==> src/rtl/freq_sched_pkg.sv <==
// Shared types and constants for the two-voice frequency scheduler.
package freq_sched_pkg;
  localparam int FREQ_W   = 5;
  localparam int KEY_W    = 7;
  localparam int KEY_BASE = 48;
  localparam int NUM_FREQ = 32;

  typedef enum logic [1:0] {S_IDLE, S_ARMED, S_COMMIT, S_SETTLE} state_e;
endpackage

==> src/rtl/freq_req_fifo.sv <==
// Small request queue; head is visible combinationally so the commit decision
// can be made in the same cycle that the frame edge is seen.
module freq_req_fifo #(
  parameter int DEPTH     = 4,
  parameter int LOG_DEPTH = 2,
  parameter int W         = 5
) (
  input  logic                 clk_i,
  input  logic                 rst_ni,
  input  logic                 push_i,
  input  logic [W-1:0]         din_i,
  input  logic                 pop_i,
  output logic [W-1:0]         dout_o,
  output logic                 full_o,
  output logic                 empty_o,
  output logic [LOG_DEPTH:0]   count_o
);
  logic [W-1:0]         mem_q [DEPTH];
  logic [LOG_DEPTH-1:0] wr_ptr_q, rd_ptr_q;
  logic [LOG_DEPTH:0]   count_q;
  logic                 do_push, do_pop;

  assign full_o  = (count_q == (LOG_DEPTH+1)'(DEPTH));
  assign empty_o = (count_q == '0);
  assign do_push = push_i & ~full_o;
  assign do_pop  = pop_i & ~empty_o;
  assign dout_o  = mem_q[rd_ptr_q];
  assign count_o = count_q;

  always_ff @(posedge clk_i) begin
    if (do_push) mem_q[wr_ptr_q] <= din_i;
  end

  always_ff @(posedge clk_i or negedge rst_ni) begin
    if (!rst_ni) begin
      wr_ptr_q <= '0;
      rd_ptr_q <= '0;
      count_q  <= '0;
    end else begin
      if (do_push) wr_ptr_q <= wr_ptr_q + 1'b1;
      if (do_pop)  rd_ptr_q <= rd_ptr_q + 1'b1;
      case ({do_push, do_pop})
        2'b10:   count_q <= count_q + 1'b1;
        2'b01:   count_q <= count_q - 1'b1;
        default: ;
      endcase
    end
  end
endmodule

==> src/rtl/freq_scheduler.sv <==
// Arbitrates game/MIDI frequency requests into a queue and commits at most one
// voice change per video frame, on the cycle after the vsync rising edge.
module freq_scheduler
  import freq_sched_pkg::*;
#(
  parameter int                FIFO_DEPTH    = 4,
  parameter int                LOG_DEPTH     = 2,
  parameter int                SETTLE_CYCLES = 16,
  parameter logic [FREQ_W-1:0] INIT_ID1      = 5'd0,
  parameter logic [FREQ_W-1:0] INIT_ID2      = 5'd12
) (
  input  logic              clk_i,
  input  logic              rst_ni,
  input  logic              vsync_i,
  input  logic              game_valid_i,
  input  logic [FREQ_W-1:0] game_id_i,
  output logic              game_ready_o,
  input  logic              midi_ready_i,
  input  logic [KEY_W-1:0]  key_index_i,
  output logic [FREQ_W-1:0] freq_id1_o,
  output logic [FREQ_W-1:0] freq_id2_o,
  output logic              new_f_o,
  output logic [LOG_DEPTH:0] pending_o,
  output logic [7:0]        drop_count_o
);
  localparam int SW = (SETTLE_CYCLES > 1) ? $clog2(SETTLE_CYCLES) : 1;

  state_e            state_q;
  logic              vsync_q, vs_rise;
  logic [KEY_W-1:0]  key_off;
  logic              key_ok, midi_v, both, midi_win, game_win;
  logic              push, pop, full, empty, drop;
  logic [FREQ_W-1:0] push_id, head;
  logic [LOG_DEPTH:0] count;
  logic              rr_q, rr_d;
  logic [7:0]        drop_q, drop_d;
  logic [FREQ_W-1:0] id1_q, id2_q;
  logic              new_f_q, voice_q, head_dup;
  logic [SW-1:0]     settle_q;

  assign vs_rise = vsync_i & ~vsync_q;

  // The offset's upper bits double as the upper range check.
  assign key_off = key_index_i - KEY_W'(KEY_BASE);
  assign key_ok  = (key_index_i >= KEY_W'(KEY_BASE)) && (key_off < KEY_W'(NUM_FREQ));
  assign midi_v  = midi_ready_i & key_ok;
  assign both    = midi_v & game_valid_i;

  // rr_q == 0 favours midi; a full queue blocks both sides without a flip.
  assign midi_win     = midi_v & ~full & (~both | ~rr_q);
  assign game_win     = game_valid_i & ~full & ~(both & ~rr_q);
  assign game_ready_o = ~full & ~(both & ~rr_q);
  assign push         = midi_win | game_win;
  assign push_id      = midi_win ? key_off[FREQ_W-1:0] : game_id_i;
  assign drop         = midi_ready_i & ~midi_win;
  assign rr_d         = (both & ~full) ? ~rr_q : rr_q;
  assign drop_d       = (drop && drop_q != 8'hFF) ? drop_q + 8'd1 : drop_q;

  assign pop      = (state_q == S_COMMIT);
  assign head_dup = (head == id1_q) || (head == id2_q);

  freq_req_fifo #(
    .DEPTH(FIFO_DEPTH), .LOG_DEPTH(LOG_DEPTH), .W(FREQ_W)
  ) u_fifo (
    .clk_i   (clk_i),
    .rst_ni  (rst_ni),
    .push_i  (push),
    .din_i   (push_id),
    .pop_i   (pop),
    .dout_o  (head),
    .full_o  (full),
    .empty_o (empty),
    .count_o (count)
  );

  always_ff @(posedge clk_i or negedge rst_ni) begin
    if (!rst_ni) begin
      vsync_q <= 1'b0;
      rr_q    <= 1'b0;
      drop_q  <= '0;
    end else begin
      vsync_q <= vsync_i;
      rr_q    <= rr_d;
      drop_q  <= drop_d;
    end
  end

  // Voice outputs are loaded on the ARMED->COMMIT edge so they and new_f
  // appear together in the COMMIT cycle; the entry is popped during COMMIT.
  always_ff @(posedge clk_i or negedge rst_ni) begin
    if (!rst_ni) begin
      state_q  <= S_IDLE;
      id1_q    <= INIT_ID1;
      id2_q    <= INIT_ID2;
      new_f_q  <= 1'b0;
      voice_q  <= 1'b0;
      settle_q <= '0;
    end else begin
      new_f_q <= 1'b0;
      case (state_q)
        S_IDLE: if (count != '0) state_q <= S_ARMED;
        S_ARMED: begin
          if (vs_rise) begin
            state_q <= S_COMMIT;
            if (!head_dup) begin
              if (voice_q) id2_q <= head;
              else         id1_q <= head;
              new_f_q <= 1'b1;
              voice_q <= ~voice_q;
            end
          end
        end
        S_COMMIT: begin
          state_q  <= S_SETTLE;
          settle_q <= '0;
        end
        S_SETTLE: begin
          if (settle_q == SW'(SETTLE_CYCLES - 1))
            state_q <= (count != '0) ? S_ARMED : S_IDLE;
          else
            settle_q <= settle_q + 1'b1;
        end
        default: state_q <= S_IDLE;
      endcase
    end
  end

  assign freq_id1_o   = id1_q;
  assign freq_id2_o   = id2_q;
  assign new_f_o      = new_f_q;
  assign pending_o    = count;
  assign drop_count_o = drop_q;

  logic unused_ok;
  assign unused_ok = empty;
endmodule

==> config.mk <==
export PLATFORM = sky130hd
export DESIGN_NAME = freq_scheduler
export DESIGN_NICKNAME = d
export VERILOG_FILES = /design/src/rtl/freq_sched_pkg.sv /design/src/rtl/freq_req_fifo.sv /design/src/rtl/freq_scheduler.sv
export SDC_FILE = /design/constraint.sdc
export NUM_CORES = 1
export LEC_CHECK = 0
export BUFFER_PORTS_ARGS = -buffer_cell sky130_fd_sc_hd__buf_2
export CAP_MARGIN = 5
export CORE_MARGIN = 5
export CORE_UTILIZATION = 25
export DETAILED_ROUTE_END_ITERATION = 12
export PLACE_DENSITY = 0.53
export SETUP_SLACK_MARGIN = 0.4
export SLEW_MARGIN = 20
export SYNTH_ARGS = -nofsm -noshare
export SYNTH_HDL_FRONTEND = slang
export SYNTH_SLANG_ARGS = --single-unit
==> constraint.sdc <==
create_clock -name clk_i -period 3.2 [get_ports clk_i]
set_input_delay 0.48 -clock clk_i [delete_from_list [all_inputs] [get_ports clk_i]]
set_output_delay 0.48 -clock clk_i [all_outputs]
set_load 0.005 [all_outputs]
---- Yosys cells after proc, flatten, opt, wreduce, memory -nomap -nowiden ----
Memory sizes are Yosys's and may differ from the RTL's.
Index checks and enable logic that the tools add are counted.
word-level totals
  register bits after elaboration ......... 35
  bits in writable memories ............... 20
  input port bits ......................... 17
  memories kept ........................... 1
memory list
  memory        words  width  rd ports  clocked after Yosys merged registers in  write ports  RTL line             RTL
  u_fifo.mem_q  4      5      1         0                                        1            freq_req_fifo.sv:18  logic [W-1:0] mem_q [DEPTH];
cells by class
  $add $sub $neg .......................... 7
  $lt $le $gt $ge ......................... 2
  eq/ne operators ......................... 14
  muxes and demuxes ....................... 14
  bitwise operators ....................... 24
  reduce and logical (&&, ||, !) cells .... 13
operator list
  cell                 number
  $and 1x1->1          13
  $eq 5x5->1           2
  $not 1->1            9
  $add 8x1->8 const B  1
  $ne 2x2->1 const B   4
  $ne 8x8->1 const B   1
  $pmux 2 s4           1
  $pmux 4 s2           1
  $reduce_and 4->1     2
  $ge 7x6->1 const B   1
  $lt 7x6->1 const B   1
  $sub 7x6->7 const B  1
  $eq 2x2->1 const B   3
  $mux 1               6
  $mux 2               3
  $pmux 3 s2           1
  $reduce_and 3->1     2
  $mux 5               1
  $add 2x1->2 const B  2
  $add 4x1->4 const B  1
  $eq 2x1->1 const B   2
  $eq 4x4->1 const B   1
  $mux 4               1
  $reduce_bool 2->1    2
  10 further kinds     12

---- Longest topological paths before layout ----
Gate-level depths: netlist of the first run.
  depth in word-level cells ............... 12
  gate-level depth with buffers ........... 12
  gate-level depth less buffers ........... 12

---- By module ----
A second synthesis of the first run with hierarchy kept.
second synthesis, totals
  cells, all modules ...................... 212
  area, all modules ....................... 2771.4 µm²
by module, submodules not included
  module          instances  cells each  area an instance (µm²)  seq. area each (µm²)
  freq_scheduler  1          148         1606.5                  703.2
  freq_req_fifo   1          64          1164.9                  775.7

---- Worst setup path before layout of the first run ----
Ideal clock, no wire load.
  kind .................................... input to register
  start ................................... in key_index_i[0]
  end ..................................... reg u_fifo.count_q[2], in the netlist u_fifo.count_o[2]
  setup time .............................. 0.125 ns
  arrival time ............................ 2.561 ns
  data required time ...................... 3.075 ns
  setup slack ............................. 0.514 ns
  cell stages on the path ................. 11
  buffers on the path ..................... 0
  cells stage by stage .................... or4_1 a211o_1 a21oi_1 o21a_1 inv_1 ha_1 inv_1 fa_1 xor2_1 nor2_1 xor2_1
on the way
  cells in the longest elaborated chain, start to end .. 12
  elaborated cells between the ends (all ways) .. 19
  classes of those cells .................. add/sub (1); order compare (2); eq/ne (2); mux (1); bitwise (11); reduce/logical (2)
ends and longest elaborated chain
  item                                                    RTL line                                    RTL
  from (decl)                                             freq_scheduler.sv:19                        input logic [KEY_W-1:0] key_index_i,
  $sub 7x6->7                                             freq_scheduler.sv:44                        assign key_off = key_index_i - KEY_W'(KEY_BASE);
  $lt 7x6->1                                              freq_scheduler.sv:45                        assign key_ok = (key_index_i >= KEY_W'(KEY_BASE)) && (key_off < KEY_W'(NUM_FREQ));
  $logic_and 1x1->1 *                                     freq_scheduler.sv:45
  $and 1x1->1 *                                           freq_scheduler.sv:46                        assign midi_v = midi_ready_i & key_ok;
  $and 1x1->1                                             freq_scheduler.sv:47                        assign both = midi_v & game_valid_i;
  $not 1->1 / $and 1x1->1 (equally long branches)         freq_scheduler.sv:50, freq_scheduler.sv:51
  $or 1x1->1 / $not 1->1 (equally long branches)          freq_scheduler.sv:50, freq_scheduler.sv:51
  $and 1x1->1 (on tied branches)                          freq_scheduler.sv:50, freq_scheduler.sv:51
  $or 1x1->1 *                                            freq_scheduler.sv:53                        assign push = midi_win | game_win;
  $and 1x1->1 *                                           freq_req_fifo.sv:25                         assign do_push = push_i & ~full_o;
  $eq 2x1->1 / $eq 2x2->1 (equally long branches)         freq_req_fifo.sv:42                         case ({do_push, do_pop})
  $pmux 3 s2 / $reduce_bool 2->1 (equally long branches)  n/a
  to (signal assigned)                                    freq_req_fifo.sv:43                         2'b10: count_q <= count_q + 1'b1;
  to (signal assigned)                                    freq_req_fifo.sv:44                         2'b01: count_q <= count_q - 1'b1;
  to (decl)                                               freq_req_fifo.sv:20                         logic [LOG_DEPTH:0] count_q;
Mark *: on every way between the ends. The rest lies on a longest branch, timed or not.
A chain may end at the register's enable or synchronous reset.

---- Worst setup path after layout of the first run ----
  start ................................... reg u_fifo.rd_ptr_q[0]
  end ..................................... reg id2_q[4], in the netlist freq_id2_o[4]
on the way
  cells in the longest elaborated chain, start to end .. 5
  elaborated cells between the ends (all ways) .. 6
  classes of those cells .................. eq/ne (2); bitwise (1); reduce/logical (2); memory (1)
ends and longest elaborated chain
  item                               RTL line               RTL
  from (decl)                        freq_req_fifo.sv:19    logic [LOG_DEPTH-1:0] wr_ptr_q, rd_ptr_q;
  from (signal assigned)             freq_req_fifo.sv:41    if (do_pop) rd_ptr_q <= rd_ptr_q + 1'b1;
  $mem_v2 4x5 *                      n/a
  $eq 5x5->1                         freq_scheduler.sv:60   assign head_dup = (head == id1_q) || (head == id2_q);
  $logic_or 1x1->1                   freq_scheduler.sv:60
  $not 1->1 (no source line)         n/a
  $reduce_and 4->1 (no source line)  n/a
  to (signal assigned)               freq_scheduler.sv:94   id2_q <= INIT_ID2;
  to (signal assigned)               freq_scheduler.sv:106  if (voice_q) id2_q <= head;
  to (decl)                          freq_scheduler.sv:37   logic [FREQ_W-1:0] id1_q, id2_q;
Marks and branches as above.

==> results of run 1 <==
[cell families (layout without fill, tap and decap cells)]
group / count (synthesis) / after routing
buffers and inverters: 15 / 60
AND/OR/NAND/NOR: 51 / 51
flip-flops: 55 / 55
AO/OA/AOI/OAI: 17 / 17
multiplexers: 26 / 26
adder cells (fa/ha/maj): 14 / 14
XOR/XNOR: 28 / 28
[layout make-up]
class / instances / area (µm²)
multi-input combinational: 136 / 1200
clock inverter: 2 / 20.0
timing repair buffer: 40 / 203
clock buffer: 6 / 82.6
tap: 140 / 175
inverter: 12 / 45.0
sequential: 55 / 1480
fill: 1130 / 7630
[report_power, final]
group	switching, µW	internal, µW	total, µW
clock network	242	183	424
logic	567	545	1110
registers	248	1000	1250
[registers in the layout, indices dropped and copies added, names as in the netlist]
register / flops
u_fifo.rd_ptr_q: 2
voice_q: 1
drop_count_o: 8
new_f_o: 1
u_fifo.wr_ptr_q: 2
u_fifo.mem_q: 20
u_fifo.count_o: 3
freq_id1_o: 5
settle_q: 4
freq_id2_o: 5
state_q: 2
rr_q: 1
vsync_q: 1
[cell usage in the layout, fill, tap and decap left out, types with 2 or more instances in the layout]
| cell | synthesis | final |
|---|---|---|
| edfxtp_1 | 20 | 20 |
| xor2_1 | 13 | 13 |
| o21a_1 | 2 | 2 |
| mux2_2 | 5 | 5 |
| mux2i_1 | 6 | 6 |
| a21oi_1 | 3 | 3 |
| and2_1 | 5 | 5 |
| inv_1 | 12 | 12 |
| dfstp_2 | 2 | 2 |
| nand2_1 | 16 | 16 |
| clkbuf_8 | 0 | 6 |
| dfrtp_1 | 33 | 32 |
| buf_2 | 1 | 39 |
| nand2b_1 | 2 | 2 |
| xnor2_1 | 15 | 15 |
| nor3_1 | 2 | 2 |
| nor2b_1 | 3 | 3 |
| and3_1 | 3 | 3 |
| nand4_1 | 5 | 5 |
| o21ai_0 | 7 | 7 |
| mux2_1 | 10 | 10 |
| mux4_2 | 2 | 2 |
| nand3_1 | 8 | 8 |
| mux4_1 | 2 | 2 |
| ha_1 | 13 | 13 |
[routing by layer]
metal | part of all wire (%) | GRT usage, % | routed length (µm)
met1 | 50 | 11.4 | 2550
met5 | 0 | 0 | 0
met4 | 0.92 | 2.35 | 47
met3 | 4.7 | 2.26 | 243
met2 | 45 | 12.4 | 2290
[what timing repair did]
action / 4_1_cts / 5_1_grt
hold endpoints to repair: 0 / 0
setup endpoints to repair: 0 / 3
gates resized for setup: 0 / 1
hold buffers: 0 / 0
[per-stage QoR]
| stage | total power [µW] | hold slack [ns] | instances | util, % | setup WS, ns |
|---|---|---|---|---|---|
| 2_1_floorplan | 2070 | 0.184 | 206 | - | 0.514 |
| 3_3_place_gp | 2380 | 0.482 | 383 | 28.6 | 0.382 |
| 3_5_place_dp | 2410 | 0.488 | 383 | 28.6 | 0.373 |
| 4_1_cts | 2840 | 0.282 | 391 | 29.6 | 0.470 |
| 5_1_grt | 3030 | 0.276 | 391 | 29.6 | 0.524 |
| 6_report | 2790 | 0.257 | 391 | 29.6 | 0.664 |
[path summary, 6_finish.rpt]
path,start,endpoint,slack (ns),cells past startpoint
worst min-delay path,rst_ni,vsync_q,0.26,1
worst max-delay path,u_fifo.rd_ptr_q[0],freq_id2_o[4],0.66,5
worst max register to register,u_fifo.rd_ptr_q[0],freq_id2_o[4],0.66,5
min in group clk_i,vsync_i,vsync_q,0.29,1
worst min register to register,drop_count_o[5],drop_count_o[5],0.50,1
max in group asynchronous,rst_ni,u_fifo.rd_ptr_q[0],2.39,1
[synthesized netlist by cell type, types with 2 or more instances]
library cell	count	area, µm²
dfrtp_1	33	826
edfxtp_1	20	601
nand2_1	16	60.1
xnor2_1	15	131
ha_1	13	163
xor2_1	13	114
inv_1	12	45.0
mux2_1	10	113
nand3_1	8	40.0
o21ai_0	7	35.0
mux2i_1	6	60.1
and2_1	5	31.3
mux2_2	5	56.3
nand4_1	5	31.3
a21oi_1	3	15.0
and3_1	3	18.8
nor2b_1	3	18.8
dfstp_2	2	52.6
mux4_1	2	52.6
mux4_2	2	45.0
nand2b_1	2	12.5
nor3_1	2	10.0
o21a_1	2	15.0
==> flow_summary.toml, run 1 <==
[outcome]
run_status = "completed"

[global_routing]
grt_max_degree = 36
globalRoute.totalOverflow = 0
grt_pass1_wl_um = 8490
first_global_vias = 1695
track_usage_pct = 8.16
antenna_found_initial = 0

[setup_path]
worst_path_largest_cell_delay_ns = 0.71
cp-start-kind = "flop"
critical_path.max_fanout = 9
setup.worst_path.end_class = "flop"
timing.critical_path.max_delay_family = "multiplexers"
cp.buffers_inverters = 0
worst-endpoint-arrival_ns = 2.73
critPathKind = "reg2reg"
crit_path_cell_trace = "mux4_1 > xor2_1 > a2111oi_4 > nor4b_4 > mux2_1"
worst-endpoint-required_ns = 3.40
cp_slowest_cell = "mux4_1"

[synth]
ys_seq_area_share_pct = 53.7
ys_ff_latch = 55
ys.flop_type = "dfrtp_1"
synth_fa_ha_area_share_pct = 6.63
syn_avg_cell_area_um2 = 13.4
ys_async_sr_fraction_pct = 63.6
synth_simple_gate_area_share_pct = 11.2
mappedNetlistNets = 237
ys.warnings.count = 0
syn-cell-area_um2 = 2760
dominant_combinational_cell_family_by_area_after_synthesis = "multiplexers"
synthXorXnorAreaFrac_pct = 8.90
netlist_instances = 206
synth_mux_area_share_pct = 12.4
synth_cell_type_count = 40
synth_compound_gate_area_share_pct = 4.45
count_of_flip_flops_with_a_built_in_enable_after_synthesis = 20

[die]
floorplan.die.width_um = 115
rows = 38
design.die.area_um2 = 13200
core_region_area_um2 = 10800
chipHeight_um = 115
boundaryPins = 40
initial_utilization_pct = 25.4

[sta]
fmaxAchievable_ghz = 0.394
final_report_hold_violation_count = 0
timing_worst_slew_pin_value_ns = 0.817
period_share_pct = 79.2
rsz0062_at_grt = "false"
finalSetupTns_ns = 0
slew-limit-headroom_pct = 45.5
pins_over_slew_limit = 0
finalSetupViolations = 0
crit_path_time_final_ns = 2.54
worst_clock_skew_ns = 0.00990

[clocking]
root_buffer = "clkbuf_8"
tritoncts = "yes"
tritoncts_num_sinks = 55
cts_inserted_buffers = 5
clkLatencyLatePin_ns = 0.31
cts.repair_timing.setup_buffer_count = 0
max-clock-path-buffers = 2
clk_pin_slew_ns = 0.11
cts-htree-levels = 2

[placed_design]
place_area_um2 = 3100
dpl.hpwl_um = 3900
gpl.final_weighted_congestion = 0.714
numPortBuffers = 39

[routing]
route.vias.total = 1660
drt-total-wl_um = 5130
routedWlPerCell_um = 13.1
detailedRoute.firstPassIterationCount = 3
detail_route.drc_violations = 0
avgViaCountPerCell = 4.25
drtIter0Drc = 67
remaining_antenna_violation_count_after_routing = 0

[power_and_ir_drop]
irDropWorstVdd_mv = 0.353
cellLeakagePower_uw = 0.00134
power_per_cell_area_nw_per_um2 = 869

[finish]
syn2layout_area_growth_pct = 16.3
antenna_cells = 0
post-route-cell-area_um2 = 3210
finalNetCount = 281
final_layout_size_suffix_gt1_share_pct = 25.5

[hold_path]
hold_class = "in2async"

[job]
number_of_violations_of_the_max_capacitance_limit = 0
No activity file was read; power rests on OpenSTA's default activity.
==> inputs of run 2 (changes only) <==
PLACE_DENSITY = 0.55   (was 0.53)
clock period = 2.25 ns   (was 3.2 ns; I/O delays follow)
==> flow_summary.toml, run 2 (same netlist as run 1, synthesis figures left out) <==
[outcome]
run_status = "finished with violations"
violations_in_the_final_reports = "setup timing"

[routing]
drt-total-wl_um = 5380
detailedRoute.firstPassIterationCount = 4
routedWlPerCell_um = 12.9
drtIter0Drc = 62
route.vias.total = 1722
detail_route.drc_violations = 0
remaining_antenna_violation_count_after_routing = 0
avgViaCountPerCell = 4.14

[global_routing]
globalRoute.totalOverflow = 0
top_usage_layer = "met2"
antenna_found_initial = 0
grt_max_degree = 36
global_route.usage.met3_pct = 2.21
groute.layer.met2.usage_pct = 13.1
globalRouteMet1Util_pct = 12.0
track_usage_pct = 8.59
first_global_vias = 1866
grt_pass1_wl_um = 9010

[sta]
final_report_hold_violation_count = 0
fmaxAchievable_ghz = 0.423
slew-limit-headroom_pct = 45.1
pins_over_slew_limit = 0
rsz0062_at_grt = "true"
finalSetupViolations = 10
finalSetupTns_ns = -1.00
timing_worst_slew_pin_value_ns = 0.824
period_share_pct = 105
crit_path_time_final_ns = 2.37
worst_clock_skew_ns = 0.00565
final_critical_path_setup_slack_ns = -0.116

[die]
design.die.area_um2 = 13200
boundaryPins = 40
core_region_area_um2 = 10800
initial_utilization_pct = 25.4
rows = 38
floorplan.die.width_um = 115
chipHeight_um = 115

[setup_path]
setup.worst_path.end_class = "flop"
cp-start-kind = "flop"
crit_start = "u_fifo.rd_ptr_q[0]"
worst-endpoint-required_ns = 2.46
critPathKind = "reg2reg"
critical_path.max_fanout = 5
worst_r2r_start = "u_fifo.rd_ptr_q[0]"
worst-endpoint-arrival_ns = 2.57

[finish]
registers.top_by_ff_count = "u_fifo.mem_q"
finalNetCount = 306
final_layout_size_suffix_gt1_share_pct = 44.2
largest_reg_flops = 20
final.fill_count = 1113
final_common_cell = "buf_2"
final_cells = 416
final_core_utilization_pct = 33.6
syn2layout_area_growth_pct = 32.1
layout.cells.most_common_list = "buf_2 (37), dfrtp_1 (31), edfxtp_1 (20)"
antenna_cells = 0

[clocking]
tritoncts = "yes"
postCtsHoldBufs = 0
max-clock-path-buffers = 2
tritoncts_num_sinks = 55
root_buffer = "clkbuf_8"
clk_pin_slew_ns = 0.10
cts-htree-levels = 2
clkLatencyLatePin_ns = 0.31
cts_inserted_buffers = 5

[placed_design]
gpl.final_weighted_congestion = 0.696
placed_cells_incl_taps = 404
numPortBuffers = 39
dpl.hpwl_um = 4060

[power_and_ir_drop]
cellLeakagePower_uw = 0.00154
power_per_cell_area_nw_per_um2 = 1250
irDropWorstVdd_mv = 0.420

[job]
number_of_violations_of_the_max_capacitance_limit = 0

[hold_path]
hold_class = "in2async"
==> run 2: cell count changes in the layout (fill, tap and decap cells not counted), moves of 4 or more <==
cell and delta:
mux2_4 +14, buf_4 +14, and2_4 +4, buf_6 +10
mux2_2 -5, and2_1 -4, mux2_1 -9
==> run 2: repair_timing <==
| action | CTS | global route |
|---|---|---|
| buffers inserted | 2 | 2 |
| resized for setup | 37 | 3 |
| endpoints found under the setup margin | 63 | 62 |
| pin swaps | 12 | 11 |
==> run 2: report_power, final <==
part	switching (µW)	internal [µW]	leakage (µW)
combinational	954	1140	0.000873
sequential	333	1420	0.000610
clock	356	344	0.0000607
total	1640	2910	0.00154
==> run 2: worst paths after layout <==
| check | end | slack [ns] | cells past startpoint |
|---|---|---|---|
| min in group clk_i | vsync_q | 0.14 | 1 |
| max | freq_id1_o[1] | -0.12 | 8 |
| min | freq_id2_o[0] | 0.11 | 1 |
| min reg2reg | drop_count_o[7] | 0.51 | 1 |
| max in group asynchronous | u_fifo.rd_ptr_q[1] | 1.57 | 1 |
| max reg2reg | freq_id1_o[1] | -0.12 | 8 |
==> run 2: cell type report <==
class | instances | area, µm² | share of cell area [%]
Timing Repair Buffer | 65 | 470 | 12.9
Clock buffer | 5 | 68.8 | 1.89
Sequential cell | 55 | 1480 | 40.7
Inverter | 12 | 45.0 | 1.24
Multi-Input combinational cell | 136 | 1350 | 37.1
Tap cell | 140 | 175 | 4.81
Clock inverter | 3 | 50.0 | 1.38
==> run 2: per-layer routing <==
layer  wire (µm)  up-vias
met2        2460       34
met4          55        0
met1        2590      819
met3         266        6
met5           0        -
li1            -      863
==> run 2: per-stage QoR <==
step | instance area [µm²] | power [µW] | hold slack, ns | setup WS (ns)
finish | 3640 | 4550 | 0.113 | -0.116
floorplan | 2800 | 2990 | 0.0419 | -0.128
CTS | 3600 | 4610 | 0.123 | -0.147
global placement | 3320 | 3630 | 0.458 | -0.227
global route | 3640 | 4920 | 0.120 | -0.209
detailed placement | 3320 | 3680 | 0.460 | -0.263
==> run 2: critical path: stages (launching register included) <==
cell and delay, ns:
dfrtp_2 0.46, mux4_2 0.61, xnor2_1 0.16, nand3_1 0.10
nor3_2 0.04, buf_4 0.15, nor4_4 0.26, buf_6 0.17
mux2_4 0.30
==> inputs of run 3 (changes only) <==
PLACE_DENSITY = 0.53   (was 0.55)
clock period = 2.35 ns   (was 2.25 ns; I/O delays follow)
==> flow_summary.toml, run 3 (same netlist as run 1, synthesis figures left out) <==
[die]
rows = 38
floorplan.die.width_um = 115
boundaryPins = 40
design.die.area_um2 = 13200
initial_utilization_pct = 25.4
core_region_area_um2 = 10800
chipHeight_um = 115

[sta]
crit_path_time_final_ns = 2.41
pins_over_slew_limit = 0
slew-limit-headroom_pct = 44.5
final_critical_path_setup_slack_ns = -0.0550
worst_clock_skew_ns = 0.00700
rsz0062_at_grt = "true"
period_share_pct = 102
final_report_hold_violation_count = 0
finalSetupViolations = 10
fmaxAchievable_ghz = 0.416
timing_worst_slew_pin_value_ns = 0.833

[setup_path]
crit_top_cell = "buf_4"
worst-endpoint-arrival_ns = 2.61
crit_path_cell_trace = "mux4_2 > xnor2_1 > nand3_1 > nor3_2 > buf_4 > nor4b_4 > buf_4 > mux2_1"
timing.critical_path.max_delay_family = "multiplexers"
worst-endpoint-required_ns = 2.55
cp_slowest_cell = "mux4_2"
critical_path.max_fanout = 5
critPathKind = "reg2reg"
setup.worst_path.end_class = "flop"
worst_path_largest_cell_delay_ns = 0.60
cp-start-kind = "flop"
cp.buffers_inverters = 2

[routing]
route.vias.total = 1762
remaining_antenna_violation_count_after_routing = 0
detailedRoute.firstPassIterationCount = 3
drtIter0Drc = 38
detail_route.drc_violations = 0
drt-total-wl_um = 5380
routedWlPerCell_um = 12.7
avgViaCountPerCell = 4.18

[clocking]
postCtsHoldBufs = 0
clkLatencyLatePin_ns = 0.32
cts_inserted_buffers = 5
tritoncts = "yes"
cts-htree-levels = 2
clk_pin_slew_ns = 0.10
tritoncts_num_sinks = 55
root_buffer = "clkbuf_8"
max-clock-path-buffers = 2

[outcome]
run_status = "finished with violations"
violations_in_the_final_reports = "setup timing"

[global_routing]
globalRoute.totalOverflow = 0
antenna_found_initial = 0
track_usage_pct = 8.58
top_usage_layer = "met2"
global_route.usage.met3_pct = 2.32
globalRouteMet1Util_pct = 11.5
first_global_vias = 1872
groute.layer.met2.usage_pct = 13.5
grt_max_degree = 36
grt_pass1_wl_um = 9000

[finish]
final_core_utilization_pct = 33.7
final_layout_size_suffix_gt1_share_pct = 43.3
antenna_cells = 0
syn2layout_area_growth_pct = 32.6
registers.top_by_ff_count = "u_fifo.mem_q"
largest_reg_flops = 20
layout.cells.most_common_list = "buf_2 (37), dfrtp_1 (31), edfxtp_1 (20)"
final_common_cell = "buf_2"
finalNetCount = 312
final_cells = 422

[placed_design]
dpl.hpwl_um = 4160
gpl.final_weighted_congestion = 0.702
placed_cells_incl_taps = 408
numPortBuffers = 39

[job]
number_of_violations_of_the_max_capacitance_limit = 0

[power_and_ir_drop]
cellLeakagePower_uw = 0.00156
irDropWorstVdd_mv = 0.388
power.total_uw = 4340
power_per_cell_area_nw_per_um2 = 1190

[hold_path]
hold_class = "in2async"
==> run 3: timing repair <==
action | 4_1_cts | 5_1_grt
endpoints found under the hold margin | 0 | 0
gates resized for setup | 31 | 7
pin swaps | 5 | 5
buffers inserted | 3 | 3
setup endpoints to repair | 60 | 55
==> run 3: stage by stage <==
stage | worst slack, ns | area [µm²] | hold WS (ns) | TNS, ns
floorplan | -0.0431 | 2800 | 0.0569 | -0.0599
global placement | -0.141 | 3340 | 0.473 | -2.72
detailed placement | -0.185 | 3340 | 0.477 | -3.70
CTS | -0.0758 | 3600 | 0.144 | -0.461
global route | -0.133 | 3650 | 0.131 | -1.10
finish | -0.0550 | 3650 | 0.130 | -0.222
==> run 3: final cells by class <==
type                       instances  area, µm²
clock inverter                     3       50.0
inverter                          12       45.0
fill                            1124       7190
sequential                        55       1480
tap                              140        175
multi-input combinational        136       1320
clock buffer                       5       68.8
timing repair buffer              71        513
==> run 3: worst paths after layout <==
check | start | endpoint | slack, ns | depth (start not counted)
min | rst_ni | freq_id2_o[0] | 0.13 | 1
max reg2reg | u_fifo.rd_ptr_q[0] | freq_id2_o[4] | -0.06 | 8
min reg2reg | drop_count_o[5] | drop_count_o[5] | 0.49 | 1
max | u_fifo.rd_ptr_q[0] | freq_id2_o[4] | -0.06 | 8
max in group asynchronous | rst_ni | u_fifo.rd_ptr_q[0] | 1.65 | 1
min in group clk_i | vsync_i | vsync_q | 0.15 | 1
==> run 3: layer usage <==
layer	vias to the layer above	routed length [µm]
li1	875	-
met1	848	2570
met2	32	2490
met3	7	251
met4	0	66
met5	-	0
==> run 3: where the power goes <==
group / switching (µW) / internal, µW / total [µW]
sequential: 299 / 1360 / 1660
clock: 338 / 329 / 667
combinational: 925 / 1090 / 2010
total: 1560 / 2780 / 4340
